## config.mk

```make
export PLATFORM = sky130hd
export DESIGN_NAME = pipeline_ctrl_flat
export DESIGN_NICKNAME = d
export VERILOG_FILES = /design/src/rtl/pipeline_ctrl_pkg.sv /design/src/rtl/pipeline_ctrl_if.sv /design/src/rtl/pipeline_ctrl_perf.sv /design/src/rtl/pipeline_ctrl.sv /design/src/flat_wrapper.sv
export SDC_FILE = /design/constraint.sdc
export NUM_CORES = 1
export LEC_CHECK = 0
export CAP_MARGIN = 20
export CORE_MARGIN = 5
export CORE_UTILIZATION = 33
export CTS_CLUSTER_DIAMETER = 30
export CTS_CLUSTER_SIZE = 20
export DETAILED_ROUTE_END_ITERATION = 6
export PLACE_DENSITY = 0.73
export SLEW_MARGIN = 20
export SYNTH_ARGS = -nofsm -noshare
export SYNTH_HDL_FRONTEND = slang
export SYNTH_HIERARCHICAL = 1
export SYNTH_SLANG_ARGS = --single-unit
```

## constraint.sdc

```tcl
create_clock -name clk -period 1.7 [get_ports clk]
set_input_delay 0.34 -clock clk [delete_from_list [all_inputs] [get_ports clk]]
set_output_delay 0.34 -clock clk [all_outputs]
set_load 0.05 [all_outputs]
```

## src/rtl/pipeline_ctrl_pkg.sv

```systemverilog
// -----------------------------------------------------------------------------
// pipeline_ctrl_pkg
// Shared types and constants for the 5-stage pipeline hazard/sequencing
// controller.
//   ctrl_state_t                  : controller FSM state (RUN, MEM_WAIT, ERROR)
//   PIPELINE_CTRL_MEM_TIMEOUT_DEF : default memory watchdog limit (cycles)
//   PERF_CNT_W                    : width of the optional performance counters
//   sat_inc()                     : saturating increment for the perf counters
// -----------------------------------------------------------------------------
package pipeline_ctrl_pkg;

   typedef enum logic [1:0] {
      RUN      = 2'd0,
      MEM_WAIT = 2'd1,
      ERROR    = 2'd2
   } ctrl_state_t;

   localparam int PIPELINE_CTRL_MEM_TIMEOUT_DEF = 15;
   localparam int PERF_CNT_W                    = 32;

   // Increment that sticks at all-ones instead of wrapping.
   function automatic logic [PERF_CNT_W-1:0] sat_inc(input logic [PERF_CNT_W-1:0] v);
      return (&v) ? v : v + PERF_CNT_W'(1);
   endfunction

endpackage

```

## src/rtl/pipeline_ctrl_if.sv

```systemverilog
// -----------------------------------------------------------------------------
// pipeline_ctrl_if
// Bundles the hazard inputs, the data-memory req/ready handshake and the
// pipeline-register stall/flush enables exchanged between the controller and
// the datapath.
//   master : the controller (drives dmem_req, stalls, flushes, error flag)
//   slave  : the datapath   (drives hazard info, mw_mem_access, dmem_ready)
//
// Handshake: dmem_req is held high for as long as the EX/MW instruction needs
// memory; the access completes in the cycle where dmem_req and dmem_ready are
// both high. A cycle with dmem_req high and dmem_ready low is a wait cycle and
// the whole pipeline is held. dmem_ready is ignored while dmem_req is low,
// except after an (illegal) drop of mw_mem_access mid-wait, where the
// controller keeps holding the pipeline until dmem_ready arrives.
// -----------------------------------------------------------------------------
interface pipeline_ctrl_if;

   logic [4:0] id_rs1_addr;
   logic [4:0] id_rs2_addr;
   logic [4:0] ex_rd_addr;
   logic       ex_is_load;
   logic       ex_branch_taken;
   logic       mw_mem_access;
   logic       dmem_ready;
   logic       dmem_req;
   logic       stall_if;
   logic       stall_id;
   logic       stall_ex;
   logic       stall_mw;
   logic       flush_id;
   logic       flush_ex;
   logic       mem_timeout_err;

   modport master (
      input  id_rs1_addr, id_rs2_addr, ex_rd_addr, ex_is_load, ex_branch_taken,
             mw_mem_access, dmem_ready,
      output dmem_req, stall_if, stall_id, stall_ex, stall_mw, flush_id, flush_ex,
             mem_timeout_err
   );

   modport slave (
      output id_rs1_addr, id_rs2_addr, ex_rd_addr, ex_is_load, ex_branch_taken,
             mw_mem_access, dmem_ready,
      input  dmem_req, stall_if, stall_id, stall_ex, stall_mw, flush_id, flush_ex,
             mem_timeout_err
   );

endinterface

```

## src/rtl/pipeline_ctrl_perf.sv

```systemverilog
// -----------------------------------------------------------------------------
// pipeline_ctrl_perf
// Three saturating 32-bit event counters for the pipeline controller.
//   clk, resetn          : clock, async active-low reset (counters clear to 0)
//   any_stall            : some stall output is set this cycle
//   flush_id             : IF/ID bubble this cycle
//   mem_stall            : data-memory wait cycle
//   perf_stall_cycles    : count of any_stall cycles
//   perf_flush_events    : count of flush_id cycles
//   perf_mem_wait_cycles : count of mem_stall cycles
// -----------------------------------------------------------------------------
module pipeline_ctrl_perf
   import pipeline_ctrl_pkg::*;
(
   input  logic                  clk,
   input  logic                  resetn,
   input  logic                  any_stall,
   input  logic                  flush_id,
   input  logic                  mem_stall,
   output logic [PERF_CNT_W-1:0] perf_stall_cycles,
   output logic [PERF_CNT_W-1:0] perf_flush_events,
   output logic [PERF_CNT_W-1:0] perf_mem_wait_cycles
);

   logic [PERF_CNT_W-1:0] stall_cnt_q;
   logic [PERF_CNT_W-1:0] flush_cnt_q;
   logic [PERF_CNT_W-1:0] mem_cnt_q;

   always_ff @(posedge clk or negedge resetn) begin
      if (!resetn) begin
         stall_cnt_q <= '0;
         flush_cnt_q <= '0;
         mem_cnt_q   <= '0;
      end else begin
         if (any_stall) stall_cnt_q <= sat_inc(stall_cnt_q);
         if (flush_id)  flush_cnt_q <= sat_inc(flush_cnt_q);
         if (mem_stall) mem_cnt_q   <= sat_inc(mem_cnt_q);
      end
   end

   assign perf_stall_cycles    = stall_cnt_q;
   assign perf_flush_events    = flush_cnt_q;
   assign perf_mem_wait_cycles = mem_cnt_q;

endmodule

```

## src/rtl/pipeline_ctrl.sv

```systemverilog
// -----------------------------------------------------------------------------
// pipeline_ctrl
// Hazard and sequencing controller for the 5-stage RV32I pipeline. Produces
// hold (stall) and bubble (flush) enables for the PC, IF/ID, ID/EX and EX/MW
// registers from load-use hazards, taken branches and data-memory waits, and
// runs a watchdog on the data-memory handshake.
//   MEM_TIMEOUT : consecutive not-ready cycles that trip the watchdog (2..255)
//   clk, resetn : clock, async active-low reset (all outputs forced to 0)
//   pc          : pipeline_ctrl_if.master (hazard inputs, dmem handshake,
//                 stall/flush enables, sticky mem_timeout_err)
//   dbg_state   : current FSM state, for observation only
// Optional build macro PIPELINE_CTRL_PERF_EN adds perf_stall_cycles,
// perf_flush_events and perf_mem_wait_cycles (32-bit saturating counters).
//
// Priority, highest first: memory wait / ERROR (hold everything), taken
// branch (two bubbles), load-use (hold PC and IF/ID, one bubble into ID/EX).
// -----------------------------------------------------------------------------
module pipeline_ctrl
   import pipeline_ctrl_pkg::*;
#(
   parameter int MEM_TIMEOUT = PIPELINE_CTRL_MEM_TIMEOUT_DEF
) (
   input  logic                  clk,
   input  logic                  resetn,
   pipeline_ctrl_if.master       pc,
   output ctrl_state_t           dbg_state
`ifdef PIPELINE_CTRL_PERF_EN
   ,
   output logic [PERF_CNT_W-1:0] perf_stall_cycles,
   output logic [PERF_CNT_W-1:0] perf_flush_events,
   output logic [PERF_CNT_W-1:0] perf_mem_wait_cycles
`endif
);

   localparam int               CNT_W     = $clog2(MEM_TIMEOUT + 1);
   localparam logic [CNT_W-1:0] CNT_LIMIT = CNT_W'(MEM_TIMEOUT - 1);

   ctrl_state_t      state_q, state_d;
   logic [CNT_W-1:0] wait_cnt_q, wait_cnt_d;

   logic dmem_req_c;
   logic mem_stall_c;
   logic err_c;
   logic hazard;
   logic hold_all;
   logic branch_flush;
   logic load_use;

   // State register
   always_ff @(posedge clk or negedge resetn) begin
      if (!resetn) begin
         state_q    <= RUN;
         wait_cnt_q <= '0;
      end else begin
         state_q    <= state_d;
         wait_cnt_q <= wait_cnt_d;
      end
   end

   // Next state and memory-side outputs
   always_comb begin
      state_d     = state_q;
      wait_cnt_d  = wait_cnt_q;
      dmem_req_c  = 1'b0;
      mem_stall_c = 1'b0;
      err_c       = 1'b0;
      case (state_q)
         RUN: begin
            dmem_req_c  = pc.mw_mem_access;
            mem_stall_c = pc.mw_mem_access & ~pc.dmem_ready;
            if (pc.mw_mem_access && !pc.dmem_ready) begin
               state_d    = MEM_WAIT;
               wait_cnt_d = CNT_W'(1);
            end
         end
         MEM_WAIT: begin
            dmem_req_c  = pc.mw_mem_access;
            // Keep holding even if mw_mem_access dropped: the access is
            // still outstanding until memory answers.
            mem_stall_c = ~pc.dmem_ready;
            if (pc.dmem_ready) begin
               state_d    = RUN;
               wait_cnt_d = '0;
            end else if (wait_cnt_q == CNT_LIMIT) begin
               state_d = ERROR;
            end else begin
               wait_cnt_d = wait_cnt_q + CNT_W'(1);
            end
         end
         ERROR: begin
            err_c = 1'b1;
         end
         default: begin
            state_d    = RUN;
            wait_cnt_d = '0;
         end
      endcase
   end

   // Pipeline-side decisions. Branch/load-use inputs are frozen while the
   // pipeline is held, so they are simply ignored until it moves again.
   assign hazard = pc.ex_is_load && (pc.ex_rd_addr != 5'd0) &&
                   ((pc.ex_rd_addr == pc.id_rs1_addr) || (pc.ex_rd_addr == pc.id_rs2_addr));

   assign hold_all     = mem_stall_c | err_c;
   assign branch_flush = ~hold_all & pc.ex_branch_taken;
   // A taken branch makes the ID instruction wrong-path, so it overrides load-use.
   assign load_use     = ~hold_all & ~pc.ex_branch_taken & hazard;

   // Every output is forced low while reset is asserted.
   assign pc.dmem_req        = resetn & dmem_req_c;
   assign pc.stall_if        = resetn & (hold_all | load_use);
   assign pc.stall_id        = resetn & (hold_all | load_use);
   assign pc.stall_ex        = resetn & hold_all;
   assign pc.stall_mw        = resetn & hold_all;
   assign pc.flush_id        = resetn & branch_flush;
   assign pc.flush_ex        = resetn & (branch_flush | load_use);
   assign pc.mem_timeout_err = resetn & err_c;

   assign dbg_state = state_q;

`ifdef PIPELINE_CTRL_PERF_EN
   pipeline_ctrl_perf u_perf (
      .clk                  (clk),
      .resetn               (resetn),
      .any_stall            (pc.stall_if | pc.stall_id | pc.stall_ex | pc.stall_mw),
      .flush_id             (pc.flush_id),
      .mem_stall            (resetn & mem_stall_c),
      .perf_stall_cycles    (perf_stall_cycles),
      .perf_flush_events    (perf_flush_events),
      .perf_mem_wait_cycles (perf_mem_wait_cycles)
   );
`else
   // Counters and their ports are not built.
`endif

endmodule

```

## src/flat_wrapper.sv

```systemverilog
// flat-port wrapper written by rule: the top's interface ports become plain ports
module pipeline_ctrl_flat import pipeline_ctrl_pkg::*;
#(
   parameter int MEM_TIMEOUT = PIPELINE_CTRL_MEM_TIMEOUT_DEF
)
  (clk, resetn, dbg_state, pc_id_rs1_addr, pc_id_rs2_addr, pc_ex_rd_addr, pc_ex_is_load, pc_ex_branch_taken, pc_mw_mem_access, pc_dmem_ready, pc_dmem_req, pc_stall_if, pc_stall_id, pc_stall_ex, pc_stall_mw, pc_flush_id, pc_flush_ex, pc_mem_timeout_err);
  pipeline_ctrl_if pc_i ();
  input  logic clk;
  input  logic resetn;
  output ctrl_state_t dbg_state;
  input wire logic [$bits(pc_i.id_rs1_addr)-1:0] pc_id_rs1_addr;
  input wire logic [$bits(pc_i.id_rs2_addr)-1:0] pc_id_rs2_addr;
  input wire logic [$bits(pc_i.ex_rd_addr)-1:0] pc_ex_rd_addr;
  input wire logic [$bits(pc_i.ex_is_load)-1:0] pc_ex_is_load;
  input wire logic [$bits(pc_i.ex_branch_taken)-1:0] pc_ex_branch_taken;
  input wire logic [$bits(pc_i.mw_mem_access)-1:0] pc_mw_mem_access;
  input wire logic [$bits(pc_i.dmem_ready)-1:0] pc_dmem_ready;
  output wire logic [$bits(pc_i.dmem_req)-1:0] pc_dmem_req;
  output wire logic [$bits(pc_i.stall_if)-1:0] pc_stall_if;
  output wire logic [$bits(pc_i.stall_id)-1:0] pc_stall_id;
  output wire logic [$bits(pc_i.stall_ex)-1:0] pc_stall_ex;
  output wire logic [$bits(pc_i.stall_mw)-1:0] pc_stall_mw;
  output wire logic [$bits(pc_i.flush_id)-1:0] pc_flush_id;
  output wire logic [$bits(pc_i.flush_ex)-1:0] pc_flush_ex;
  output wire logic [$bits(pc_i.mem_timeout_err)-1:0] pc_mem_timeout_err;
  assign pc_i.id_rs1_addr = pc_id_rs1_addr;
  assign pc_i.id_rs2_addr = pc_id_rs2_addr;
  assign pc_i.ex_rd_addr = pc_ex_rd_addr;
  assign pc_i.ex_is_load = pc_ex_is_load;
  assign pc_i.ex_branch_taken = pc_ex_branch_taken;
  assign pc_i.mw_mem_access = pc_mw_mem_access;
  assign pc_i.dmem_ready = pc_dmem_ready;
  assign pc_dmem_req = pc_i.dmem_req;
  assign pc_stall_if = pc_i.stall_if;
  assign pc_stall_id = pc_i.stall_id;
  assign pc_stall_ex = pc_i.stall_ex;
  assign pc_stall_mw = pc_i.stall_mw;
  assign pc_flush_id = pc_i.flush_id;
  assign pc_flush_ex = pc_i.flush_ex;
  assign pc_mem_timeout_err = pc_i.mem_timeout_err;
  pipeline_ctrl #(.MEM_TIMEOUT(MEM_TIMEOUT)) u_core (.clk(clk), .resetn(resetn), .pc(pc_i), .dbg_state(dbg_state));
endmodule
```

# Yosys cells after proc, flatten, opt, wreduce, memory -nomap -nowiden
# Cells that the tools add are included.
[word_totals]
reg_bits = 6
input_bits = 21
output_inout_bits = 10
word_cells = 49
[classes]
addsub = 1
eq_ne = 8
mux = 11
bitwise = 17
n_reduce_logical = 10
[op_table]
columns = ["op", "count"]
rows = [
  ["$mux W4", 3],
  ["$pmux W4 S3", 1],
  ["$and A1 B1 Y1", 10],
  ["$eq A5 B5 Y1", 2],
  ["$mux W2", 3],
  ["$pmux W2 S3", 1],
  ["$reduce_and A3 Y1", 2],
  ["$reduce_bool A5 Y1", 1],
  ["$add A4 B1 Y4 const B", 1],
  ["$eq A4 B4 Y1 const B", 1],
  ["$not A1 Y1", 4],
  ["$logic_and A1 B1 Y1", 3],
  ["$ne A3 B2 Y1 const B", 1],
  ["$ne A3 B3 Y1 const B", 1],
  ["$or A1 B1 Y1", 3],
  ["$eq A2 B1 Y1 const B", 1],
  ["$eq A2 B2 Y1 const B", 1],
  ["$logic_not A2 Y1", 1],
  ["$mux W1", 2],
  ["$ne A2 B1 Y1 const B", 1],
  ["$pmux W1 S2", 1],
  ["$reduce_or A2 Y1", 1],
  ["$logic_not A1 Y1", 1],
  ["$logic_or A1 B1 Y1", 1],
]

# Depth between registers and ports, before layout
# Gate-level depths: netlist (run 1).
[logic_depth]
depth_word = 9
mapped_depth = 7
mapped_depth_nobuf = 6

# Worst setup path after synthesis (run 1)
# Ideal clock, no wire load.
[synth_path]
path_type = "register to output"
startpoint = "register u_core.state_q[0] (netlist: u_core/dbg_state[0])"
endpoint = "output pc_flush_ex"
arrival_time_ns = 2.486
required_ns = 1.360
setup_slack_ns = -1.126
path_stages_with_launch = 5
path_cell_list = "dfrtp_1 > or2b_2 > o21ai_2 > nor3_1 > o21bai_2"
[synth_between]
elab_chain_len = 8
elab_cells_between_ends = 12
[synth_lines]
columns = ["element", "line", "text"]
rows = [
  ["start: declaration", "pipeline_ctrl.sv:38", "ctrl_state_t state_q, state_d;"],
  ["start signal: assignment", "pipeline_ctrl.sv:55", "state_q <= state_d;"],
  ["$eq A2 B1 Y1, or another cell as far along", "pipeline_ctrl.sv:67", "case (state_q)"],
  ["$pmux W1 S2 or $mux W1 (tied branches)", "pipeline_ctrl.sv:67", ""],
  ["$or A1 B1 Y1 *", "pipeline_ctrl.sv:105", "assign hold_all = mem_stall_c | err_c;"],
  ["$not A1 Y1 *", "pipeline_ctrl.sv:106, pipeline_ctrl.sv:108", ""],
  ["$and A1 B1 Y1 (2 in a row)", "pipeline_ctrl.sv:108", "assign load_use = ~hold_all & ~pc.ex_branch_taken & hazard;"],
  ["$or A1 B1 Y1 *", "pipeline_ctrl.sv:117", "assign pc.flush_ex = resetn & (branch_flush | load_use);"],
  ["$and A1 B1 Y1 *", "pipeline_ctrl.sv:117", ""],
  ["end: declaration", "flat_wrapper.sv:24", "output wire logic [$bits(pc_i.flush_ex)-1:0] pc_flush_ex;"],
]
# Mark *: on every way between the ends. The rest lies on a longest branch, timed or not.

# Worst setup path in the final report (run 1)
[layout_path]
startpoint = "register u_core.state_q[1] (netlist: u_core/dbg_state[1])"
endpoint = "output pc_stall_if"
[layout_between]
elab_chain_len = 8
elab_cells_between_ends = 11
[layout_lines]
columns = ["element", "line", "text"]
rows = [
  ["$eq A2 B1 Y1, or another cell as far along", "pipeline_ctrl.sv:67", ""],
  ["$pmux W1 S2 or $mux W1 (tied branches)", "pipeline_ctrl.sv:67", ""],
  ["$or A1 B1 Y1 *", "pipeline_ctrl.sv:105", ""],
  ["$not A1 Y1", "pipeline_ctrl.sv:108", ""],
  ["$and A1 B1 Y1 (2 in a row)", "pipeline_ctrl.sv:108", ""],
  ["$or A1 B1 Y1 *", "pipeline_ctrl.sv:112", "assign pc.stall_if = resetn & (hold_all | load_use);"],
  ["$and A1 B1 Y1 *", "pipeline_ctrl.sv:112", ""],
  ["end: declaration", "flat_wrapper.sv:19", "output wire logic [$bits(pc_i.stall_if)-1:0] pc_stall_if;"],
]
# Marks and branches as above.

==> out/qor.csv, run 1 <==
stage;metric;value;unit
run_status;status;finished with violations;
run_status;failing checks;setup timing;
layout;Reg area;153;µm²
critical_path;delay-heaviest family, CP;simple AND/OR/NAND/NOR gates;
global_route;largest net degree at the start of global routing;13;
floorplan;# IOs;31;
critical_path;Worst Path Buf+Inv;1;
synth;asr flop ratio synth;1.00;
placed_design;Post-DP HPWL;1430;µm
floorplan;Rows;14;
synth;count leader, synth;xor2_1;
synth;Distinct cells, synth;26;
synth;top cells by instance count after synthesis;xor2_1, nor2_1, nand2_1;
layout;multi-input logic area;418;µm²
critical_path;CP required;1.36;ns
sta;RSZ-0062 raised after global routing;yes;
global_route;global-route wire length before repair;3130;µm
clock_tree;Worst-Skew Late Latency;0.26;ns
pwr;PwrDens;524;nW/µm²
global_route;gr ovfl total;0;
critical_path;Setup crit end kind;output port;
global_route;Total Routing Usage GR;0.164;
critical_path;slowest CP cell;dfrtp_2;
layout;# nets final;142;
synth;Post-synth EDFFs;0;
synth;sequential cell area fraction in the yosys report;0.270;
critical_path;Critical Path Source Type;flop;
pwr;LEAKAGE;0.527;nW
critical_path;cells along the critical path;or2b_2 -> o21ai_2 -> or3_4 -> o31ai_4 -> buf_12;
sta;Least-Margin Pin Slew;0.341;ns
routing;First DRT Iteration DRCs;26;
clock_tree;Clk pin slew, worst setup/hold paths;0.05;ns
layout;area grow syn2layout;106;%
sta;f_max;467;MHz
synth;synth top area cells;dfrtp_1, xor2_1, a21oi_1;
pwr;total power;0.601;mW
clock_tree;CTS max path bufs;2;
sta;post-route clock skew;0.00660;ns
floorplan;die width;51.1;µm
synth;Netlist Area Pre-Place;557;µm²
run;max cap viols;0;
layout;Antenna diodes;0;
sta;Final period util;1.26;
routing;ANT nets after route;0;
clock_tree;H-tree Lvls;1;
clock_tree;root buf cell;clkbuf_4;
critical_path;crit path kind;reg2out;
floorplan;Chip Height;51.1;µm
sta;Hold Violations, Final;0;
clock_tree;CTS sink count;6;
sta;setup ws final;-0.441;ns
synth;syn_nets;94;
synth;Mapped Cells;71;
sta;hold slack;0.143;ns
pwr;Max VDD drop;0.394;mV
synth;mean post-synth cell area;7.84;µm²
routing;vias;687;
clock_tree;CTS tree;done;
sta;Setup violations, final;7;
global_route;vias in the first global route;656;
placed_design;# port buffers;30;
hold_path;Hold Path Class;in2async;
routing;total wire length;1980;µm
floorplan;die footprint;2610;µm²
synth;Main synth FF type;dfrtp_1;
routing;DR pass1 iterations;4;
layout;layout cells sized above 1;0.398;
layout;final core area utilization;0.737;
routing;Vias/cell;5.13;
synth;Synth top area share;0.270;
sta;Period minus WS final;2.14;ns
synth;Yosys reg bits;6;
critical_path;peak per-stage delay on the critical path;0.42;ns
routing;# DRC;0;
sta;Slew HR;0.772;
clock_tree;CTS Buf Count;3;
global_route;initial antenna violation count;0;
placed_design;GP Congestion;0.821;
sta;Final Max Tran Viols;0;
routing;drt wl/cell;14.8;µm
synth;Yosys Warn Count;6;
floorplan;Starting Density;0.357;
critical_path;crit-path max FO;3;
layout;final-layout fill cell count;123;
synth;largest area contributor in the netlist;dfrtp_1;
critical_path;WP data arrival;1.80;ns
floorplan;core box area;1560;µm²
-- cells in the final DEF (no fill, tap or decap), types with 4 or more instances in the layout --
master	n
a21oi_1	6
inv_1	4
buf_4	17
xor2_1	10
buf_12	9
dlygate4sd2_1	10
clkdlybuf4s50_1	9
nor2_1	5
dfrtp_1	4
nand2_1	6
-- worst register-to-register path: stages, from the launching register on --
cell and delay [ns]:
dfrtp_1 0.44, inv_1 0.07, ha_1 0.21, and3_1 0.26, nor3b_1 0.26, a21oi_1 0.07
o22ai_1 0.16
-- logic make-up (layout without fill, tap and decap cells) --
group | after synthesis | count (layout) | synth area share
adders and majority gates | 2 | 2 | 0.0449
and+or+nand+nor | 26 | 26 | 0.231
buffers and inverters | 9 | 56 | 0.0786
DFF | 6 | 6 | 0.270
xor gates and xnor gates | 10 | 10 | 0.157
AOI/OAI and AO/OA | 18 | 18 | 0.218
-- cell type report --
type,instances,area share
clock buffers,4,0.0229
inverters,5,0.0196
multi-input cells,56,0.364
flip-flops and latches,6,0.133
well taps,16,0.0174
repair buffers,47,0.443
-- sequential cells by signal (all words and copies together) (netlist names) --
signal,flops
u_core/wait_cnt_q,4
u_core/dbg_state,2
-- final timing paths --
path                                 startpoint                    to  slack (ns)  cells after the start
setup / recovery            u_core/dbg_state[1]           pc_stall_if       -0.44                      5
hold / removal                           resetn   u_core/dbg_state[0]        0.14                      3
setup reg to reg           u_core/wait_cnt_q[0]  u_core/wait_cnt_q[0]        0.15                      6
hold reg to reg            u_core/wait_cnt_q[3]  u_core/wait_cnt_q[3]        0.60                      2
max in group asynchronous                resetn   u_core/dbg_state[1]        1.43                      3
min in group clk                  pc_dmem_ready  u_core/wait_cnt_q[1]        0.58                      4
-- routing by layer --
metal / part of all wire / vias up / routed length (µm) / track usage
li1: - / 336 / - / -
met1: 0.38 / 322 / 750 / 0.191
met2: 0.57 / 26 / 1140 / 0.294
met3: 0.033 / 3 / 66 / 0.0174
met4: 0.015 / 0 / 29 / 0.0807
met5: 0 / - / 0 / 0
-- what timing repair did --
| item | 4_1_cts | 5_1_grt |
|---|---|---|
| hold buffers | 0 | 0 |
| setup buffers | 5 | 0 |
| endpoints found under the setup margin | 8 | 8 |
| pin swaps | 10 | 3 |
| gates resized for setup | 20 | 2 |
-- power breakdown --
group | internal (mW) | total (mW) | switching (mW)
Sequential | 0.156 | 0.172 | 0.0158
Combinational | 0.142 | 0.278 | 0.137
Clock | 0.0896 | 0.152 | 0.0620
-- metrics by stage --
stage / std cells / TNS [ns] / area [µm²] / setup WS [ns]
5_1_grt: 134 / -2.30 / 1150 / -0.496
3_3_place_gp: 125 / -2.57 / 1050 / -0.573
3_5_place_dp: 125 / -2.77 / 1050 / -0.600
4_1_cts: 134 / -1.85 / 1140 / -0.416
6_report: 134 / -1.90 / 1150 / -0.441
2_1_floorplan: 71 / -1.95 / 588 / -0.657
No activity file was read; power rests on OpenSTA's default activity.
==> run 2: changes to the inputs <==
CTS_CLUSTER_DIAMETER = not set   (was 30)
==> results of run 2 <==
Same layout as run 1: the final DEF is identical, and so are final timing and power.
